--- src/rtl/draw_projectile_dog_if.sv ---
// VGA stream bundle shared by the draw stages of the dog chain.
// Carries pixel counters, sync/blank strobes and the 12-bit colour.
interface vga_if;
   logic [10:0] hcount;
   logic [10:0] vcount;
   logic        hsync;
   logic        vsync;
   logic        hblnk;
   logic        vblnk;
   logic [11:0] rgb;

   modport vga_in (
      input hcount, vcount, hsync, vsync, hblnk, vblnk, rgb
   );
   modport vga_out (
      output hcount, vcount, hsync, vsync, hblnk, vblnk, rgb
   );
endinterface

--- src/rtl/draw_projectile_dog.sv ---
// Thrown-dog projectile: launch on space release, per-frame ballistic motion, overlay.
// Optional PROJ_WIND_EN adds a signed wind input that nudges vx every frame.
module draw_projectile_dog #(
   parameter int          START_X   = 876,
   parameter int          START_Y   = 380,
   parameter int          GROUND_Y  = 600,
   parameter int          GRAVITY   = 1,
   parameter int          PROJ_SIZE = 8,
   parameter logic [11:0] PROJ_RGB  = 12'h840,
   parameter int          LAND_HOLD = 60
) (
   input  logic               clk,
   input  logic               rst,
   input  logic               space,
   input  logic [9:0]         throw_force,
`ifdef PROJ_WIND_EN
   input  logic signed [3:0]  wind,
`endif
   output logic signed [11:0] proj_x,
   output logic signed [11:0] proj_y,
   output logic               busy,
   output logic               landed,
   vga_if.vga_in              vga_in,
   vga_if.vga_out             vga_out
);

   typedef enum logic [1:0] {IDLE, LAUNCH, FLYING, LANDED} state_t;

   localparam logic signed [11:0] SX  = 12'(START_X);
   localparam logic signed [11:0] SY  = 12'(START_Y);
   localparam logic signed [11:0] GND = 12'(GROUND_Y);
   localparam logic signed [11:0] GRV = 12'(GRAVITY);
   localparam logic signed [12:0] SZ  = 13'(PROJ_SIZE);
   localparam logic [11:0]        HLD = 12'(LAND_HOLD);

   state_t             state, state_nxt;
   logic [7:0]         vx, vx_nxt;
   logic signed [11:0] vy, vy_nxt;
   logic signed [11:0] x_nxt, y_nxt;
   logic signed [11:0] x_n, y_n;
   logic [11:0]        cnt, cnt_nxt;
   logic               landed_nxt;
   logic               space_prev, vblnk_prev;
   logic               release_det, tick;
`ifdef PROJ_WIND_EN
   logic signed [3:0]  wind_r, wind_nxt;
   logic signed [9:0]  vx_sum;
`endif

   assign release_det = space_prev && !space;
   assign tick        = !vblnk_prev && vga_in.vblnk;
   assign x_n         = proj_x - $signed({4'b0000, vx});
   assign y_n         = proj_y - vy;
   assign busy        = (state != IDLE);

`ifdef PROJ_WIND_EN
   assign vx_sum = $signed({2'b00, vx}) + {{6{wind_r[3]}}, wind_r};
`endif

   always_ff @(posedge clk or posedge rst) begin
      if (rst) begin
         state      <= IDLE;
         proj_x     <= SX;
         proj_y     <= SY;
         vx         <= '0;
         vy         <= '0;
         cnt        <= '0;
         landed     <= 1'b0;
         space_prev <= 1'b0;
         vblnk_prev <= 1'b0;
`ifdef PROJ_WIND_EN
         wind_r     <= '0;
`endif
      end else begin
         state      <= state_nxt;
         proj_x     <= x_nxt;
         proj_y     <= y_nxt;
         vx         <= vx_nxt;
         vy         <= vy_nxt;
         cnt        <= cnt_nxt;
         landed     <= landed_nxt;
         space_prev <= space;
         vblnk_prev <= vga_in.vblnk;
`ifdef PROJ_WIND_EN
         wind_r     <= wind_nxt;
`endif
      end
   end

   always_comb begin
      state_nxt  = state;
      x_nxt      = proj_x;
      y_nxt      = proj_y;
      vx_nxt     = vx;
      vy_nxt     = vy;
      cnt_nxt    = cnt;
      landed_nxt = 1'b0;
`ifdef PROJ_WIND_EN
      wind_nxt   = wind_r;
`endif
      unique case (state)
         IDLE: begin
            if (release_det) state_nxt = LAUNCH;
         end
         LAUNCH: begin
            // force is stable only one cycle after the release edge
            vx_nxt    = throw_force[9:2];
            vy_nxt    = {5'b00000, throw_force[9:3]};
            x_nxt     = SX;
            y_nxt     = SY;
            state_nxt = FLYING;
`ifdef PROJ_WIND_EN
            wind_nxt  = wind;
`endif
         end
         FLYING: begin
            if (tick) begin
               vy_nxt = vy - GRV;
`ifdef PROJ_WIND_EN
               if (vx_sum < 0)           vx_nxt = 8'd0;
               else if (vx_sum > 10'sd255) vx_nxt = 8'd255;
               else                      vx_nxt = vx_sum[7:0];
`endif
               if (y_n >= GND) begin
                  y_nxt      = GND;
                  x_nxt      = (x_n < 0) ? 12'sd0 : x_n;
                  landed_nxt = 1'b1;
                  state_nxt  = LANDED;
               end else if (x_n < 0) begin
                  x_nxt      = 12'sd0;
                  y_nxt      = y_n;
                  landed_nxt = 1'b1;
                  state_nxt  = LANDED;
               end else begin
                  x_nxt = x_n;
                  y_nxt = y_n;
               end
            end
         end
         LANDED: begin
            if (tick) begin
               if (cnt + 12'd1 >= HLD) begin
                  cnt_nxt   = '0;
                  x_nxt     = SX;
                  y_nxt     = SY;
                  state_nxt = IDLE;
               end else begin
                  cnt_nxt = cnt + 12'd1;
               end
            end
         end
         default: state_nxt = IDLE;
      endcase
   end

   // 13-bit signed compare keeps off-screen positions from wrapping
   logic signed [12:0] hc, vc, px, py;
   logic               in_box;

   assign hc     = $signed({2'b00, vga_in.hcount});
   assign vc     = $signed({2'b00, vga_in.vcount});
   assign px     = {proj_x[11], proj_x};
   assign py     = {proj_y[11], proj_y};
   assign in_box = (state == FLYING || state == LANDED)
                && hc >= px && hc < px + SZ
                && vc >= py && vc < py + SZ;

   assign vga_out.hcount = vga_in.hcount;
   assign vga_out.vcount = vga_in.vcount;
   assign vga_out.hsync  = vga_in.hsync;
   assign vga_out.vsync  = vga_in.vsync;
   assign vga_out.hblnk  = vga_in.hblnk;
   assign vga_out.vblnk  = vga_in.vblnk;
   assign vga_out.rgb    = in_box ? PROJ_RGB : vga_in.rgb;

endmodule
--- src/flat_wrapper.sv ---
// flat-port wrapper written by rule: the top's interface ports become plain ports
module draw_projectile_dog_flat 
#(
   parameter int          START_X   = 876,
   parameter int          START_Y   = 380,
   parameter int          GROUND_Y  = 600,
   parameter int          GRAVITY   = 1,
   parameter int          PROJ_SIZE = 8,
   parameter logic [11:0] PROJ_RGB  = 12'h840,
   parameter int          LAND_HOLD = 60
)
  (clk, rst, space, throw_force, proj_x, proj_y, busy, landed, vga_in_hcount, vga_in_vcount, vga_in_hsync, vga_in_vsync, vga_in_hblnk, vga_in_vblnk, vga_in_rgb, vga_out_hcount, vga_out_vcount, vga_out_hsync, vga_out_vsync, vga_out_hblnk, vga_out_vblnk, vga_out_rgb);
  vga_if vga_in_i ();
  vga_if vga_out_i ();
  input  logic clk;
  input  logic rst;
  input  logic space;
  input  logic [9:0] throw_force;
  output logic signed [11:0] proj_x;
  output logic signed [11:0] proj_y;
  output logic busy;
  output logic landed;
  input wire logic [$bits(vga_in_i.hcount)-1:0] vga_in_hcount;
  input wire logic [$bits(vga_in_i.vcount)-1:0] vga_in_vcount;
  input wire logic [$bits(vga_in_i.hsync)-1:0] vga_in_hsync;
  input wire logic [$bits(vga_in_i.vsync)-1:0] vga_in_vsync;
  input wire logic [$bits(vga_in_i.hblnk)-1:0] vga_in_hblnk;
  input wire logic [$bits(vga_in_i.vblnk)-1:0] vga_in_vblnk;
  input wire logic [$bits(vga_in_i.rgb)-1:0] vga_in_rgb;
  output wire logic [$bits(vga_out_i.hcount)-1:0] vga_out_hcount;
  output wire logic [$bits(vga_out_i.vcount)-1:0] vga_out_vcount;
  output wire logic [$bits(vga_out_i.hsync)-1:0] vga_out_hsync;
  output wire logic [$bits(vga_out_i.vsync)-1:0] vga_out_vsync;
  output wire logic [$bits(vga_out_i.hblnk)-1:0] vga_out_hblnk;
  output wire logic [$bits(vga_out_i.vblnk)-1:0] vga_out_vblnk;
  output wire logic [$bits(vga_out_i.rgb)-1:0] vga_out_rgb;
  assign vga_in_i.hcount = vga_in_hcount;
  assign vga_in_i.vcount = vga_in_vcount;
  assign vga_in_i.hsync = vga_in_hsync;
  assign vga_in_i.vsync = vga_in_vsync;
  assign vga_in_i.hblnk = vga_in_hblnk;
  assign vga_in_i.vblnk = vga_in_vblnk;
  assign vga_in_i.rgb = vga_in_rgb;
  assign vga_out_hcount = vga_out_i.hcount;
  assign vga_out_vcount = vga_out_i.vcount;
  assign vga_out_hsync = vga_out_i.hsync;
  assign vga_out_vsync = vga_out_i.vsync;
  assign vga_out_hblnk = vga_out_i.hblnk;
  assign vga_out_vblnk = vga_out_i.vblnk;
  assign vga_out_rgb = vga_out_i.rgb;
  draw_projectile_dog #(.START_X(START_X), .START_Y(START_Y), .GROUND_Y(GROUND_Y), .GRAVITY(GRAVITY), .PROJ_SIZE(PROJ_SIZE), .PROJ_RGB(PROJ_RGB), .LAND_HOLD(LAND_HOLD)) u_core (.clk(clk), .rst(rst), .space(space), .throw_force(throw_force), .proj_x(proj_x), .proj_y(proj_y), .busy(busy), .landed(landed), .vga_in(vga_in_i), .vga_out(vga_out_i));
endmodule
--- config.mk ---
export PLATFORM = sky130hd
export DESIGN_NAME = draw_projectile_dog_flat
export DESIGN_NICKNAME = d
export VERILOG_FILES = /design/src/rtl/draw_projectile_dog_if.sv /design/src/rtl/draw_projectile_dog.sv /design/src/flat_wrapper.sv
export SDC_FILE = /design/constraint.sdc
export NUM_CORES = 1
export LEC_CHECK = 0
export ABC_AREA = 0
export CAP_MARGIN = 10
export CORE_MARGIN = 4
export CORE_UTILIZATION = 56
export CTS_CLUSTER_DIAMETER = 100
export CTS_CLUSTER_SIZE = 8
export DETAILED_ROUTE_END_ITERATION = 10
export GPL_TIMING_DRIVEN = 0
export PLACE_DENSITY = 0.87
export SETUP_SLACK_MARGIN = 0.5
export SLEW_MARGIN = 20
export SYNTH_ARGS = -nofsm -noshare
export SYNTH_HDL_FRONTEND = slang
export SYNTH_SLANG_ARGS = --single-unit
--- constraint.sdc ---
create_clock -name clk -period 9.8 [get_ports clk]
set_input_delay 1.47 -clock clk [delete_from_list [all_inputs] [get_ports clk]]
set_output_delay 1.47 -clock clk [all_outputs]
set_load 0.03 [all_outputs]
==> metrics <==
largest net degree at the start of global routing 61; Port Buffer Count 108; row count 35; CP Cell Sequence clkdlybuf4s50_1 > ha_1 > nor2b_1 > o21ai_2 > a21oi_1 > or4_1 > a2111oi_2 > o211ai_1 > nor4_2 > buf_4 > or2_1 > clkdlybuf4s50_1; status finished clean; Total Wirelength roughly 13,000 um; Buffers & Inverters on Critical Path 3; final worst-path cycle share about 65%; Die ar. 11,000 um2; share of the synthesized area in the top cell type 23.0%; ys async rst share 100%; Syn Inst Count 606; Iteration-0 DRC Markers 279; DR WL/cell 15.9 um; Power Density 315 nW/um2; initial antenna violation count 0; CP Data Arrival Time 4.86 ns; total track usage between 20% and 30%; Seq/Total Area, Yosys 29.0%; Clk Tree Root Cell clkbuf_8; synth warn 0; Final Setup Violations 0; via count 4,903; fin nets 844; clock tree sinks 60; CTS tree done; Detail Placement HPWL 10,800 um; Crit Path Max Fanout 10; Avg Cell Area, Syn around 8.6 um2; post-CTS setup buffer count 0; Area growth syn-to-layout 27.3%; maximum vdd drop 0.193 mV; die extent in x 105 um; CTS hold repair buffers 0; Worst Clk Skew about 0.013 ns; leakage power 3.03 nW; Core Region about 9200 um2; mapped cell area 5230 um2; # IOs 115; chip height 105 um; worst min path class register to register; RSZ-0062 raised after global routing no; Place WS 3.45 ns; final antenna-violating net count 0; #FFs+latches synth 60; RD Place Congestion around 0.9; drt pass-1 iters 5; max_cap viols 0; worst setup slack after layout 3.47 ns; H-tree depth 3; fraction of layout cells with a size suffix above 1 11.2%; leading area contributor after synthesis dfrtp_1; CTS Buf Count 9; DRC violations left 0; total power 2.10 mW; Least-Margin Pin Slew roughly 0.77 ns; highest clock rate ~0.16 GHz; Main synth FF type dfrtp_1; Initial Util about 57%; Post-synth EDFFs 0; clk_lat worst skew 0.35 ns; ant diodes 0; clk slew on worst S/H paths 0.07 ns; CP startpoint kind primary input; Max-slew headroom 48.5%; Final Hold Vio Count 0; syn nets 725; vias in the first global route 4,920; total grt overflow 0; Slew Limit Fails 0; cell mode on critical path clkdlybuf4s50_1; Yosys cell types 73; first-pass GRT wire length 23,000 um; crit end category output port; CP top delay family buffers and inverters; top post-synthesis cells by count 66 x ha_1, 61 x inv_1, 48 x dfrtp_1; Final min period roughly 6.3 ns; CP Class primary input to output port; WP data required 8.33 ns; Vias per Instance 5.83; cts repair resizes 0; Worst path slowest cell clkdlybuf4s50_1; ranking of synthesized cells by area dfrtp_1 23%, ha_1 16%, dfstp_2 6.0%, buf_4 4.4%, inv_1 4.4%; Max clock buf depth 2; CP max stage delay 0.66 ns; most frequent cell after synthesis ha_1; Setup TNS 0 ns
-- flip-flops by register name (all words and copies together) (netlist names) --
name               cells
u_core.space_prev      1
u_core.vy             12
u_core.vblnk_prev      1
u_core.vx              8
u_core.landed          1
u_core.proj_x         11
u_core.state           2
u_core.cnt            12
u_core.proj_y         12
-- cell usage in the layout (no fill, tap or decap), types with 4 or more instances in the layout --
cell,netlist,layout
o21a_1,10,10
clkdlybuf4s50_1,0,108
nand2_1,45,45
buf_4,31,31
inv_1,61,60
nor4_1,7,7
o211ai_1,6,6
clkbuf_1,10,10
nand2b_1,6,6
clkbuf_8,0,9
buf_2,4,4
a211oi_1,5,5
a21o_1,10,10
dfstp_2,12,12
o21ai_0,37,37
o31ai_1,7,7
dfrtp_1,48,48
nor2_1,35,35
nor2b_1,13,13
a21oi_1,29,29
or4_1,7,7
and2_1,5,5
xnor2_1,26,26
ha_1,66,66
o21bai_1,4,4
xor2_1,4,4
nor3_1,13,13
nand4_1,5,5
or3_1,4,4
nand3_1,22,22
-- routing by layer --
| metal | routed length [um] | global-route usage (%) | up-vias |
|---|---|---|---|
| met5 | 0 | 0 | - |
| met4 | 308 | 9.93 | 0 |
| met3 | 857 | 4.94 | 25 |
| met2 | 6630 | 43.7 | 205 |
| met1 | 5590 | 31.1 | 2304 |
| li1 | - | - | 2369 |
-- per-stage QoR --
stage | util, % | cells | hold slack [ns] | instance area [um2]
after global placement | 70.5 | 825 | 0.493 | 6450
after floorplan | - | 606 | 0.472 | 5230
after global routing | 72.8 | 841 | 0.544 | 6660
final | 72.8 | 841 | 0.524 | 6660
after detailed placement | 70.5 | 825 | 0.510 | 6450
after CTS | 72.8 | 841 | 0.524 | 6660
-- path summary, 6_finish.rpt --
path / start / to / slack, ns / cells past startpoint
setup / recovery: vga_in_vcount[1] / vga_out_rgb[6] / 3.47 / 12
hold / removal: u_core.vy[1]$_DFFE_PP0P_ / u_core.vy[1]$_DFFE_PP0P_ / 0.52 / 2
setup reg to reg: u_core.proj_y[0]$_DFFE_PP0P_ / u_core.proj_y[6]$_DFFE_PP1P_ / 6.62 / 13
hold reg to reg: u_core.vy[1]$_DFFE_PP0P_ / u_core.vy[1]$_DFFE_PP0P_ / 0.52 / 2
max in group asynchronous: rst / u_core.vy[10]$_DFFE_PP0P_ / 7.72 / 2
min in group asynchronous: rst / u_core.cnt[0]$_DFFE_PP0P_ / 1.59 / 2
-- worst register-to-register path, cell delays in order, from the launching register on --
cell      delay [ns]
dfrtp_1         0.42
inv_1           0.10
ha_1            0.18
inv_1           0.06
fa_1            0.41
a21o_1          0.20
a221oi_2        0.32
a21oi_2         0.14
xnor2_1         0.25
o221ai_1        0.19
a21oi_2         0.27
nor2_2          0.07
buf_4           0.18
o32a_1          0.30
-- where the power goes --
part	leakage, nW	total, mW	internal (mW)	switching, mW
combinational	2.17	1.43	0.593	0.836
sequential	0.750	0.440	0.345	0.0947
clock	0.105	0.232	0.121	0.110
-- kinds of logic (layout without fill, tap and decap cells) --
logic type,Yosys count,in the layout,share of synthesized area (%)
XOR/XNOR,30,30,5.02
adder cells (fa/ha/maj),68,68,16.6
AND/OR/NAND/NOR,182,182,18.2
AO/OA/AOI/OAI,156,156,20.6
buffers and inverters,106,230,9.93
other,1,1,0.0717
multiplexers,3,3,0.598
flip-flops,60,60,29.0
-- final cells by class --
type                            instances  area (um2)
Buffer                                 45         290
Clock buffer                            9         124
Clock inverter                          7        82.6
Fill cell                             690        2490
Inverter                               61         231
Multi-Input combinational cell        440        3200
Sequential cell                        60        1520
Tap cell                              111         139
Timing Repair Buffer                  108        1080
No activity file was read; power rests on OpenSTA's default activity.
